`src/rtl/seg_pkg.sv`:
```
// Shared types and segment encoding for the seven-segment scanner.
package seg_pkg;

    typedef enum logic {BLANK, DRIVE} scan_state_t;

    localparam int NUM_DIGITS = 8;

    // {a,b,c,d,e,f,g}, active-high, indexed by hex nibble
    localparam logic [6:0] SEG_LUT [16] = '{
        7'h7E, 7'h30, 7'h6D, 7'h79, 7'h33, 7'h5B, 7'h5F, 7'h70,
        7'h7F, 7'h7B, 7'h77, 7'h1F, 7'h4E, 7'h3D, 7'h4F, 7'h47
    };

    function automatic logic [6:0] seg_encode(input logic [3:0] nibble);
        return SEG_LUT[nibble];
    endfunction

endpackage

```
`src/rtl/seg_slot_timer.sv`:
```
// Slot tick counter and digit index for the scanner; flags slot/blank/frame boundaries.
module seg_slot_timer #(
    parameter int TICKS        = 100_000,
    parameter int BLANK_CYCLES = 16
) (
    input  logic       clk,
    input  logic       rst,
    output logic [2:0] idx,
    output logic       slot_start,
    output logic       slot_last,
    output logic       blank,
    output logic       blank_last,
    output logic       frame_wrap
);
    localparam int TW = (TICKS > 1) ? $clog2(TICKS) : 1;

    logic [TW-1:0] tick_r;
    logic [2:0]    idx_r;

    assign idx        = idx_r;
    assign slot_start = (tick_r == TW'(0));
    assign slot_last  = (tick_r == TW'(TICKS - 1));
    assign blank      = (tick_r <  TW'(BLANK_CYCLES));
    assign blank_last = (tick_r == TW'(BLANK_CYCLES - 1));
    assign frame_wrap = slot_last && (idx_r == 3'd7);

    // Tick counter wraps each slot; digit index advances on the wrap.
    always_ff @(posedge clk or posedge rst) begin
        if (rst) begin
            tick_r <= '0;
            idx_r  <= 3'd0;
        end else if (slot_last) begin
            tick_r <= '0;
            idx_r  <= (idx_r == 3'd7) ? 3'd0 : idx_r + 3'd1;
        end else begin
            tick_r <= tick_r + TW'(1);
        end
    end

endmodule

```
`src/rtl/seven_seg_scanner.sv`:
```
// Nexys A7 8-digit seven-segment scanner with double-buffered display data.
// Optional build macro: LEADING_ZERO_BLANK_EN (suppresses leading zero digits).
module seven_seg_scanner
    import seg_pkg::*;
#(
    parameter int CLK_HZ       = 100_000_000,
    parameter int DIGIT_HZ     = 1_000,
    parameter int BLANK_CYCLES = 16
) (
    input  logic        clk,
    input  logic        rst,
    input  logic        load,
    input  logic [31:0] value,
    input  logic [7:0]  dp_in,
    input  logic [7:0]  digit_en,
    output logic [7:0]  an_n,
    output logic [6:0]  seg_n,
    output logic        dp_n,
    output logic        frame_start
);
    localparam int TICKS = CLK_HZ / DIGIT_HZ;

    logic [2:0]  idx_s;
    logic        slot_start_s, slot_last_s, blank_s, blank_last_s, frame_wrap_s;
    logic [31:0] pend_val_r, act_val_r;
    logic [7:0]  pend_dp_r, act_dp_r, pend_en_r, act_en_r;
    scan_state_t state_r, next_state_s;
    logic [NUM_DIGITS-1:0] supp_s;
    logic        show_s;
    logic [3:0]  nibble_s;
    logic [7:0]  an_d_s;
    logic [6:0]  seg_d_s;
    logic        dp_d_s, fs_d_s;

    seg_slot_timer #(.TICKS(TICKS), .BLANK_CYCLES(BLANK_CYCLES)) u_timer (
        .clk        (clk),
        .rst        (rst),
        .idx        (idx_s),
        .slot_start (slot_start_s),
        .slot_last  (slot_last_s),
        .blank      (blank_s),
        .blank_last (blank_last_s),
        .frame_wrap (frame_wrap_s)
    );

    // Pending buffer: every load overwrites, so the last load in a frame wins.
    always_ff @(posedge clk or posedge rst) begin
        if (rst) begin
            pend_val_r <= 32'd0;
            pend_dp_r  <= 8'd0;
            pend_en_r  <= 8'd0;
        end else if (load) begin
            pend_val_r <= value;
            pend_dp_r  <= dp_in;
            pend_en_r  <= digit_en;
        end
    end

    // Active buffer swaps only at the frame boundary; a load on that cycle goes straight in.
    always_ff @(posedge clk or posedge rst) begin
        if (rst) begin
            act_val_r <= 32'd0;
            act_dp_r  <= 8'd0;
            act_en_r  <= 8'd0;
        end else if (frame_wrap_s) begin
            act_val_r <= load ? value    : pend_val_r;
            act_dp_r  <= load ? dp_in    : pend_dp_r;
            act_en_r  <= load ? digit_en : pend_en_r;
        end
    end

    // Slot FSM state register.
    always_ff @(posedge clk or posedge rst) begin
        if (rst) begin
            state_r <= BLANK;
        end else begin
            state_r <= next_state_s;
        end
    end

    // Slot FSM next-state logic.
    always_comb begin
        next_state_s = state_r;
        case (state_r)
            BLANK: begin
                if (blank_last_s) next_state_s = DRIVE;
                else              next_state_s = BLANK;
            end
            DRIVE: begin
                if (slot_last_s) next_state_s = BLANK;
                else             next_state_s = DRIVE;
            end
            default: next_state_s = BLANK;
        endcase
    end

    // Digit i>0 is a leading zero when nibbles 7..i are all zero.
    always_comb begin
        supp_s = '0;
`ifdef LEADING_ZERO_BLANK_EN
        for (int i = 1; i < NUM_DIGITS; i++) begin
            supp_s[i] = ((act_val_r >> (4 * i)) == 32'd0);
        end
`endif
    end

    assign nibble_s = act_val_r[{idx_s, 2'b00} +: 4];
    assign show_s   = act_en_r[idx_s] & ~supp_s[idx_s];

    // Pin values for the current slot position; blanked state drives everything off.
    always_comb begin
        an_d_s  = 8'hFF;
        seg_d_s = 7'h7F;
        dp_d_s  = 1'b1;
        fs_d_s  = slot_start_s && (idx_s == 3'd0);
        case (state_r)
            BLANK: begin
                an_d_s  = 8'hFF;
                seg_d_s = 7'h7F;
                dp_d_s  = 1'b1;
            end
            DRIVE: begin
                if (!blank_s) begin
                    an_d_s  = ~({7'd0, show_s} << idx_s);
                    seg_d_s = ~seg_encode(nibble_s);
                    dp_d_s  = ~(act_dp_r[idx_s] & ~supp_s[idx_s]);
                end else begin
                    an_d_s  = 8'hFF;
                    seg_d_s = 7'h7F;
                    dp_d_s  = 1'b1;
                end
            end
            default: begin
                an_d_s  = 8'hFF;
                seg_d_s = 7'h7F;
                dp_d_s  = 1'b1;
            end
        endcase
    end

    // Registered pins, one cycle behind the scan state.
    always_ff @(posedge clk or posedge rst) begin
        if (rst) begin
            an_n        <= 8'hFF;
            seg_n       <= 7'h7F;
            dp_n        <= 1'b1;
            frame_start <= 1'b0;
        end else begin
            an_n        <= an_d_s;
            seg_n       <= seg_d_s;
            dp_n        <= dp_d_s;
            frame_start <= fs_d_s;
        end
    end

endmodule
```
`config.mk`:
```
export PLATFORM = sky130hd
export DESIGN_NAME = seven_seg_scanner
export DESIGN_NICKNAME = d
export VERILOG_FILES = /design/src/rtl/seg_pkg.sv /design/src/rtl/seg_slot_timer.sv /design/src/rtl/seven_seg_scanner.sv
export SDC_FILE = /design/constraint.sdc
export NUM_CORES = 1
export LEC_CHECK = 0
export ABC_CLOCK_PERIOD_IN_PS = 11380
export CAP_MARGIN = 20
export CORE_ASPECT_RATIO = 0.5
export CORE_MARGIN = 4
export CORE_UTILIZATION = 25
export DETAILED_ROUTE_END_ITERATION = 16
export GPL_TIMING_DRIVEN = 0
export PLACE_DENSITY = 0.49
export SLEW_MARGIN = 5
export SYNTH_ARGS = -nofsm -noshare
export SYNTH_HDL_FRONTEND = slang
export SYNTH_SLANG_ARGS = --single-unit
```
`constraint.sdc`:
```
create_clock -name clk -period 11.38 [get_ports clk]
set_clock_uncertainty 0.1 [all_clocks]
set_input_delay 1.138 -clock clk [delete_from_list [all_inputs] [get_ports clk]]
set_output_delay 1.138 -clock clk [all_outputs]
set_load 0.02 [all_outputs]
```
==> results of run 1 <==
## through the flow
stage	std cells	worst slack (ps)	power, mW	instance area, um2	hold WS [ps]
6_report	797	7740	1.15	7420	315
5_1_grt	797	7610	1.20	7420	343
4_1_cts	797	7760	1.17	7420	322
3_5_place_dp	765	7770	0.615	6830	313
3_3_place_gp	764	4480	0.613	6800	303
2_1_floorplan	398	6590	0.575	5760	285
## where the power goes
group	switching, mW	internal, mW
registers	0.00899	0.507
logic	0.0381	0.0502
clock network	0.209	0.341
total	0.256	0.898
## cell families after synthesis
family                   synth area share
AND/OR/NAND/NOR                    0.0669
AO/OA/AOI/OAI                      0.0228
adder cells (fa/ha/maj)            0.0239
flip-flops                          0.586
buffers and inverters              0.0219
multiplexers                        0.256
XOR/XNOR                           0.0228
## area by class of cell
class,count,area [um2]
Clock buffer,21,470
Inverter,9,38.8
Clock inverter,11,125
Timing Repair Buffer,67,688
Multi-Input combinational cell,238,2260
Buffer,17,92.6
Tap cell,300,375
Sequential cell,134,3370
Fill cell,2204,14700
## cells in the final DEF, fill, tap and decap left out, types with 2 or more instances in the layout
cell,synthesis,final
a21oi_1,2,2
a31oi_1,3,3
and2_1,2,2
and4_1,2,2
buf_1,3,3
buf_2,2,2
buf_6,3,3
bufinv_16,0,2
clkbuf_1,8,9
clkbuf_16,0,17
clkbuf_8,0,3
clkdlybuf4s50_1,0,66
clkinv_2,0,3
clkinv_4,0,3
clkinvlp_4,0,2
dfrtp_1,118,118
dfstp_2,16,16
ha_1,11,11
inv_1,8,7
inv_6,0,2
mux2_2,80,80
mux2_4,20,20
mux2i_1,8,8
mux4_2,8,8
nand2_1,12,12
nand3_1,13,13
nand4_1,8,8
nor2_1,22,22
nor2b_1,4,4
nor3_1,4,4
nor4_1,3,3
o21ai_0,6,6
xnor2_1,9,9
xor2_1,6,6
## worst max-delay path, delay by kind of cell, from the launching register on
kind | cells | cell delay, ps
buf+inv | 3 | 1180
mux | 2 | 1060
compound gates | 2 | 550
flops | 1 | 350
fa+ha+maj | 1 | 290
## sequential cells by signal, summed over array words and instances (netlist names), 8 cells and up
name	count
an_n	8
act_en_r	8
act_val_r	32
pend_dp_r	8
act_dp_r	8
pend_en_r	8
u_timer.tick_r	17
pend_val_r	32
## how the worst max path moves through the flow
stage	from	endpoint	slack (ps)	cells past startpoint
3_3_place_gp	rst	pend_val_r[18]	4480	2
6_report	u_timer.idx[2]	seg_n[3]	7740	8
2_1_floorplan	rst	act_dp_r[0]	6590	1
3_5_place_dp	u_timer.idx[2]	seg_n[3]	7770	8
4_1_cts	u_timer.idx[2]	seg_n[3]	7760	8
5_1_grt	u_timer.idx[2]	seg_n[3]	7610	8
## per-layer routing
layer / routed length, um / up-vias
met5: 0 / -
met4: 126 / 0
met3: 359 / 8
met2: 5630 / 47
met1: 6250 / 1718
li1: - / 1587
==> metrics, run 1 <==
grt met3 use=0.0268; n_diodes=0; f_max=275 MHz; WS Path Type=reg2reg; worst reg2reg endpoint=seg_n[3]; number of remaining DRC errors=0; Worst-path clk slew=60 ps; top cells by instance count after synthesis=dfrtp_1, mux2_2, nor2_1, mux2_4, dfstp_2; gr busiest metal=met2; Primary FF master, synth=dfrtp_1; unrepaired setup endpoints after global routing=no; GR Util met1=0.137; slowest stage delay, CP=630 ps; instance count of the mapped netlist=398; Layout area overhead=28.9%; Total Wirelength=12,400 um; outcome=finished clean; Max Cap Viol=0; post-route core utilization=0.335; GRT overflow=0; top-area cell type share of the netlist area=0.513; DR WL/cell=15.5 um; measured slew at the worst slew-check pin=762 ps; gpl congestion=0.746; r2r startpoint=u_timer.idx[2]; drt pass-1 iters=4; cells on worst reg2reg path=8; CP Data Arrival Time=3840 ps; min Tclk post-route=3640 ps; sequential area share after synthesis=0.586; WHS Endpoint=an_n[4]; Ports=68; grt met2 use=0.158; cells along the critical path=clkbuf_1 -> clkbuf_1 -> mux4_2 -> mux2i_1 -> inv_1 -> ha_1 -> a2111oi_0 -> a31oi_1; Crit-path slowest cell=mux2i_1; Synth Area per Inst=14.5 um2; # setup viols final=0; ys async rst share=1.00; post-CTS resize count=0; Lkg Pwr=3.21 nW; flop2flop setup slack=7740 ps; top-count cell post-synth=dfrtp_1; initial cell density of the core=0.260; Root Driver=clkbuf_16; Die Area=25,700 um2; hold depth=1; register bit total from synthesis=134; Critical Path RT=11,580 ps; area of the core=22,200 um2; cell mode on critical path=clkbuf_1; Setup crit start kind=register; PortBufs=66; share of cells above drive strength 1=0.340; Total Negative Setup Slacks=0 ps; # hold bufs at CTS=0; first-pass GRT wire length=20,200 um; final net count=546; vias per std cell=4.22; max-slew violation count=0; All-Layer GR Usage=0.101; worst-skew pair later-pin latency=410 ps; clk sink count=134; hold_sp=act_en_r[4]; Ys Warns=0; TritonCTS Buffers=17; synthesized cell area=5760 um2; die height=115 um; worst-path maximum fanout=10; Fin. Hold Viols=0; initial antenna violation count=0; DIE WIDTH=223 um; Critical Path End Type=register; Max-Slew Margin vs Limit=0.478; DP HPWL=8570 um; area leader, netlist=dfrtp_1; row count=38; # Post-CTS Setup Buffers=0; EDFF count, synth=0; Synth area leaders=dfrtp_1, mux2_2, dfstp_2; Pwr per Cell Area=155 nW/um2; worst hold path class=reg2reg; largest net degree at the start of global routing=89; syn_nets=460; TritonCTS clock tree=done; post-synth cell types=43; vias in the first global route=3,645; maximum clock path buffer count=2; 1st-iter DRT viols=121; Tcrit/Tclk final=0.320; Peak supply drop=98.4 uV; routed vias=3,360; DRT antenna net count=0; H-tree depth=4
(Power assumes the default switching activity.)
==> run 2, diff against run 1 <==
--- a/config.mk
+++ b/config.mk
@@ -5,14 +5,14 @@
 export SDC_FILE = /design/constraint.sdc
 export NUM_CORES = 1
 export LEC_CHECK = 0
-export ABC_CLOCK_PERIOD_IN_PS = 11380
+export ABC_CLOCK_PERIOD_IN_PS = 3000
 export CAP_MARGIN = 20
 export CORE_ASPECT_RATIO = 0.5
 export CORE_MARGIN = 4
 export CORE_UTILIZATION = 25
 export DETAILED_ROUTE_END_ITERATION = 16
 export GPL_TIMING_DRIVEN = 0
-export PLACE_DENSITY = 0.49
+export PLACE_DENSITY = 0.5
 export SLEW_MARGIN = 5
 export SYNTH_ARGS = -nofsm -noshare
 export SYNTH_HDL_FRONTEND = slang
==> constraint.sdc (replaced) <==
create_clock -name clk -period 3 [get_ports clk]
set_clock_uncertainty 0.1 [all_clocks]
set_input_delay 0.3 -clock clk [delete_from_list [all_inputs] [get_ports clk]]
set_output_delay 0.3 -clock clk [all_outputs]
set_load 0.02 [all_outputs]
==> run 2 against run 1 <==
Design area rose by 1.9%. Non-clock buffer count is 2 higher. Worst hold slack worse by 28 ps. Via count rose by 2.6%. Power grew to 4.0 times the previous value. Critical path type unchanged. Critical endpoint unchanged.
==> metrics, run 2 (synthesis results as in run 1) <==
clk sink count=134; Critical Path End Type=register; Peak supply drop=315 uV; final instance area=7570 um2; # Post-CTS Setup Buffers=0; DR WL/cell=15.4 um; 1st-iter DRT viols=133; initial antenna violation count=1; Setup crit start kind=register; pre-CTS setup slack=-623 ps; commonest non-fill, non-tap cells in the layout=dfrtp_1, mux2_2, clkdlybuf4s50_1; largest net degree at the start of global routing=40; top flop regs=act_val_r x32, pend_val_r x32, u_timer.tick_r x17; drt pass-1 iters=6; DRT antenna net count=0; Multi-input gate area=2290 um2; DIE WIDTH=223 um; maximum clock path buffer count=2; unrepaired setup endpoints after global routing=no; Die Area=25,700 um2; Ports=68; TritonCTS clock tree=done; Max-Slew Margin vs Limit=0.489; Crit path max-delay family=buffers and inverters; DP HPWL=8630 um; max-slew violation count=0; first-pass GRT wire length=20,200 um; Tcrit/Tclk final=0.907; TritonCTS Buffers=17; All-Layer GR Usage=0.101; Lkg Pwr=3.26 nW; clock share of power=0.508; routed vias=3,446; # setup viols final=0; WS Path Type=reg2reg; final worst slack=278 ps; CP Data Arrival Time=2930 ps; Area after DPL=6860 um2; Switching Fraction=0.207; combinational share of power=0.074; measured slew at the worst slew-check pin=765 ps; Critical Path RT=3210 ps; most common cell after layout, fill and taps aside=dfrtp_1; Total Negative Setup Slacks=0 ps; crit path buf inv count=3; worst-skew pair later-pin latency=410 ps; worst hold path class=in2async; PortBufs=66; area of the core=22,200 um2; vias per std cell=4.31; f_max=367 MHz; gpl congestion=0.764; number of remaining DRC errors=0; cells along the critical path=clkbuf_2 -> clkbuf_4 -> mux4_2 -> mux2i_4 -> inv_1 -> ha_1 -> a2111oi_1 -> a31oi_1; Fin. Hold Viols=0; min Tclk post-route=2720 ps; Root Driver=clkbuf_16; Crit-path slowest cell=a2111oi_1; row count=38; fill cell count=2,205; H-tree depth=4; Switch Pwr=968 uW; Worst-path clk slew=60 ps; Seq pwr share=0.419; worst-path maximum fanout=10; n_diodes=0; vias in the first global route=3,630; Overall Power=4.67 mW; initial cell density of the core=0.260; post-route core utilization=0.341; GRT overflow=0; outcome=finished clean; Cell Int Power=3.70 mW; final net count=548; Total Wirelength=12,300 um; slowest stage delay, CP=410 ps; Pwr per Cell Area=617 nW/um2; register area=3370 um2; Max Cap Viol=0; die height=115 um; Layout area overhead=31.3%; share of cells above drive strength 1=0.351
==> run 2: changes by cell type in the layout (fill, tap and decap cells not counted), sizes merged <==
cell    previous run  this run
bufinv             2         6
clkinv             6         4
inv               10         9
buf               10        11
==> run 2: area by class of cell <==
type,count,area share
well taps,300,0.0496
clock buffers,20,0.0590
flip-flops and latches,134,0.446
multi-input cells,238,0.302
inverters,9,0.00496
repair buffers,69,0.0953
plain buffers,17,0.0134
clock inverters,12,0.0296
==> run 2: metrics by stage <==
stage | cells | hold WS, ps
floorplan | 398 | 285
finish | 799 | 287
CTS | 799 | 296
global placement | 764 | 300
global route | 799 | 326
detailed placement | 767 | 303
==> run 2: power groups by stage <==
stage / Clock [mW] / Combinational (mW) / Sequential, mW
after detailed placement: 0 / 0.349 / 1.99
final: 2.37 / 0.343 / 1.96
after CTS: 2.42 / 0.353 / 1.96
after floorplan: 0 / 0.191 / 1.99
after global routing: 2.51 / 0.379 / 1.97
after global placement: 0 / 0.335 / 1.99
==> run 2: layer usage <==
layer / global-route usage / part of all wire / vias up
met5: 0 / 0.0011 / -
met4: 0.0332 / 0.011 / 2
met3: 0.0296 / 0.034 / 12
met2: 0.158 / 0.47 / 64
met1: 0.136 / 0.48 / 1772
li1: - / - / 1596
==> run 2: path summary, 6_finish.rpt <==
path                                startpoint              to  slack [ps]  cells after the start
min in group clk                   act_en_r[6]         an_n[6]         310                      1
worst min register to register     act_en_r[6]         an_n[6]         310                      1
worst max register to register  u_timer.idx[2]        seg_n[3]         280                      8
worst min-delay path                       rst  pend_val_r[21]         290                      2
worst max-delay path            u_timer.idx[2]        seg_n[3]         280                      8
max in group asynchronous                  rst         an_n[7]        1610                      4
==> run 2: timing repair <==
item                       in CTS  in global routing
hold endpoints to repair        0                  0
hold buffers                    0                  0
setup endpoints to repair       7                  1
resized for setup               6                  5
==> run 3, diff against run 2 <==
--- a/config.mk
+++ b/config.mk
@@ -8,7 +8,6 @@
 export ABC_CLOCK_PERIOD_IN_PS = 3000
 export CAP_MARGIN = 20
 export CORE_ASPECT_RATIO = 0.5
-export CORE_MARGIN = 4
 export CORE_UTILIZATION = 25
 export DETAILED_ROUTE_END_ITERATION = 16
 export GPL_TIMING_DRIVEN = 0
==> run 3 against run 2 <==
Global-route usage grew 0.92 points. Design area shrank 0.96%. Utilization shrank 0.25 points. Clock power shrank 10%. Die area shrank 7.8%. Sequential share of layout area grew 0.43 points. Power shrank 5.1%.
==> metrics, run 3 (synthesis results as in run 1) <==
commonest non-fill, non-tap cells in the layout=dfrtp_1, mux2_2, clkdlybuf4s50_1; initial cell density of the core=0.261; vias per std cell=4.22; Critical Path RT=3190 ps; Crit path max-delay family=buffers and inverters; r2r startpoint=u_timer.idx[2]; cells along the critical path=clkbuf_2 -> clkbuf_4 -> mux4_2 -> mux2i_2 -> inv_1 -> ha_1 -> a21boi_0 -> a2111oi_2 -> a31oi_1; register area=3370 um2; Overall Power=4.43 mW; Setup crit start kind=register; Ports=68; Peak supply drop=372 uV; DRT antenna net count=0; Area after DPL=6860 um2; DR WL/cell=15.1 um; grt met3 use=0.0288; All-Layer GR Usage=0.110; WS Path Type=reg2reg; PortBufs=66; most common cell after layout, fill and taps aside=dfrtp_1; fill cell count=2,162; TritonCTS clock tree=done; share of cells above drive strength 1=0.355; Lkg Pwr=3.23 nW; H-tree depth=4; flop2flop setup slack=260 ps; clk sink count=134; # hold bufs at CTS=0; worst-skew pair later-pin latency=410 ps; TritonCTS Buffers=17; vias in the first global route=3,615; CP Data Arrival Time=2930 ps; final instance area=7490 um2; worst reg2reg endpoint=seg_n[3]; Worst-path clk slew=60 ps; gr busiest metal=met2; top flop regs=act_val_r x32, pend_val_r x32, u_timer.tick_r x17; largest net degree at the start of global routing=41; Crit-path slowest cell=dfrtp_1; Max-Slew Margin vs Limit=0.468; measured slew at the worst slew-check pin=797 ps; 1st-iter DRT viols=162; worst hold path class=in2async; gpl congestion=0.749; area of the core=22,100 um2; outcome=finished clean; Root Driver=clkbuf_16; grt met2 use=0.174; die height=109 um; first-pass GRT wire length=19,800 um; cells on worst reg2reg path=9; drt pass-1 iters=4; worst-path maximum fanout=10; min Tclk post-route=2740 ps; Fin. Hold Viols=0; Critical Path End Type=register; row count=38; Tcrit/Tclk final=0.914; max-slew violation count=0; Pwr per Cell Area=591 nW/um2; number of remaining DRC errors=0; initial antenna violation count=0; Total Wirelength=12,000 um; DIE WIDTH=217 um; Multi-input gate area=2280 um2; n_diodes=0; unrepaired setup endpoints after global routing=no; # setup viols final=0; DP HPWL=8540 um; final net count=548; Die Area=23,700 um2; crit path buf inv count=3; GRT overflow=0; slowest stage delay, CP=360 ps; GR Util met1=0.147; routed vias=3,375; Max Cap Viol=0; f_max=365 MHz; Layout area overhead=30.1%; maximum clock path buffer count=2
-- run 3: routing by layer --
| metal | vias to the layer above | routed length, um |
|---|---|---|
| met5 | - | 0 |
| met4 | 0 | 116 |
| met3 | 8 | 380 |
| met2 | 47 | 5520 |
| met1 | 1724 | 6030 |
| li1 | 1596 | - |
-- run 3: worst reg2reg max path: cells and delay by family, from the launching register on --
| kind | cells | cell delay (ps) |
|---|---|---|
| buf+inv | 3 | 720 |
| mux | 2 | 670 |
| compound gates | 3 | 580 |
| flops | 1 | 360 |
| fa+ha+maj | 1 | 200 |
-- run 3: repair_timing --
action | in CTS | in global routing
endpoints found under the setup margin | 7 | 1
resized for setup | 4 | 7
endpoints found under the hold margin | 0 | 0
setup buffers | 0 | 0
-- run 3: per-stage QoR --
stage | setup WS [ps] | cells | TNS [ps] | hold WS [ps] | util
floorplan | 355 | 398 | 0 | 285 | -
global placement | -513 | 764 | -43420 | 304 | 0.308
detailed placement | -525 | 767 | -2330 | 311 | 0.310
CTS | 3.89 | 799 | 0 | 306 | 0.338
global route | 47.6 | 799 | 0 | 335 | 0.339
finish | 258 | 799 | 0 | 279 | 0.339
-- run 3: worst max path at each step --
| stage | endpoint | from | slack (ps) | depth (start not counted) |
|---|---|---|---|---|
| detailed placement | seg_n[3] | u_timer.idx[2] | -530 | 8 |
| global route | seg_n[3] | u_timer.idx[2] | 50 | 9 |
| finish | seg_n[3] | u_timer.idx[2] | 260 | 9 |
| floorplan | seg_n[3] | u_timer.idx[2] | 360 | 8 |
| global placement | seg_n[3] | u_timer.idx[2] | -510 | 8 |
| CTS | seg_n[3] | u_timer.idx[2] | 4 | 9 |
-- run 3: cell type report --
type	count	share of cell area
flip-flops and latches	134	0.450
multi-input cells	238	0.305
repair buffers	69	0.0962
clock buffers	18	0.0573
well taps	300	0.0501
clock inverters	14	0.0230
plain buffers	17	0.0135
inverters	9	0.00501
-- run 3: where the power goes --
part / internal (mW) / switching, mW / leakage (nW)
registers: 1.92 / 0.0349 / 1.64
logic: 0.196 / 0.147 / 1.30
clock network: 1.32 / 0.814 / 0.291
total: 3.43 / 0.996 / 3.23
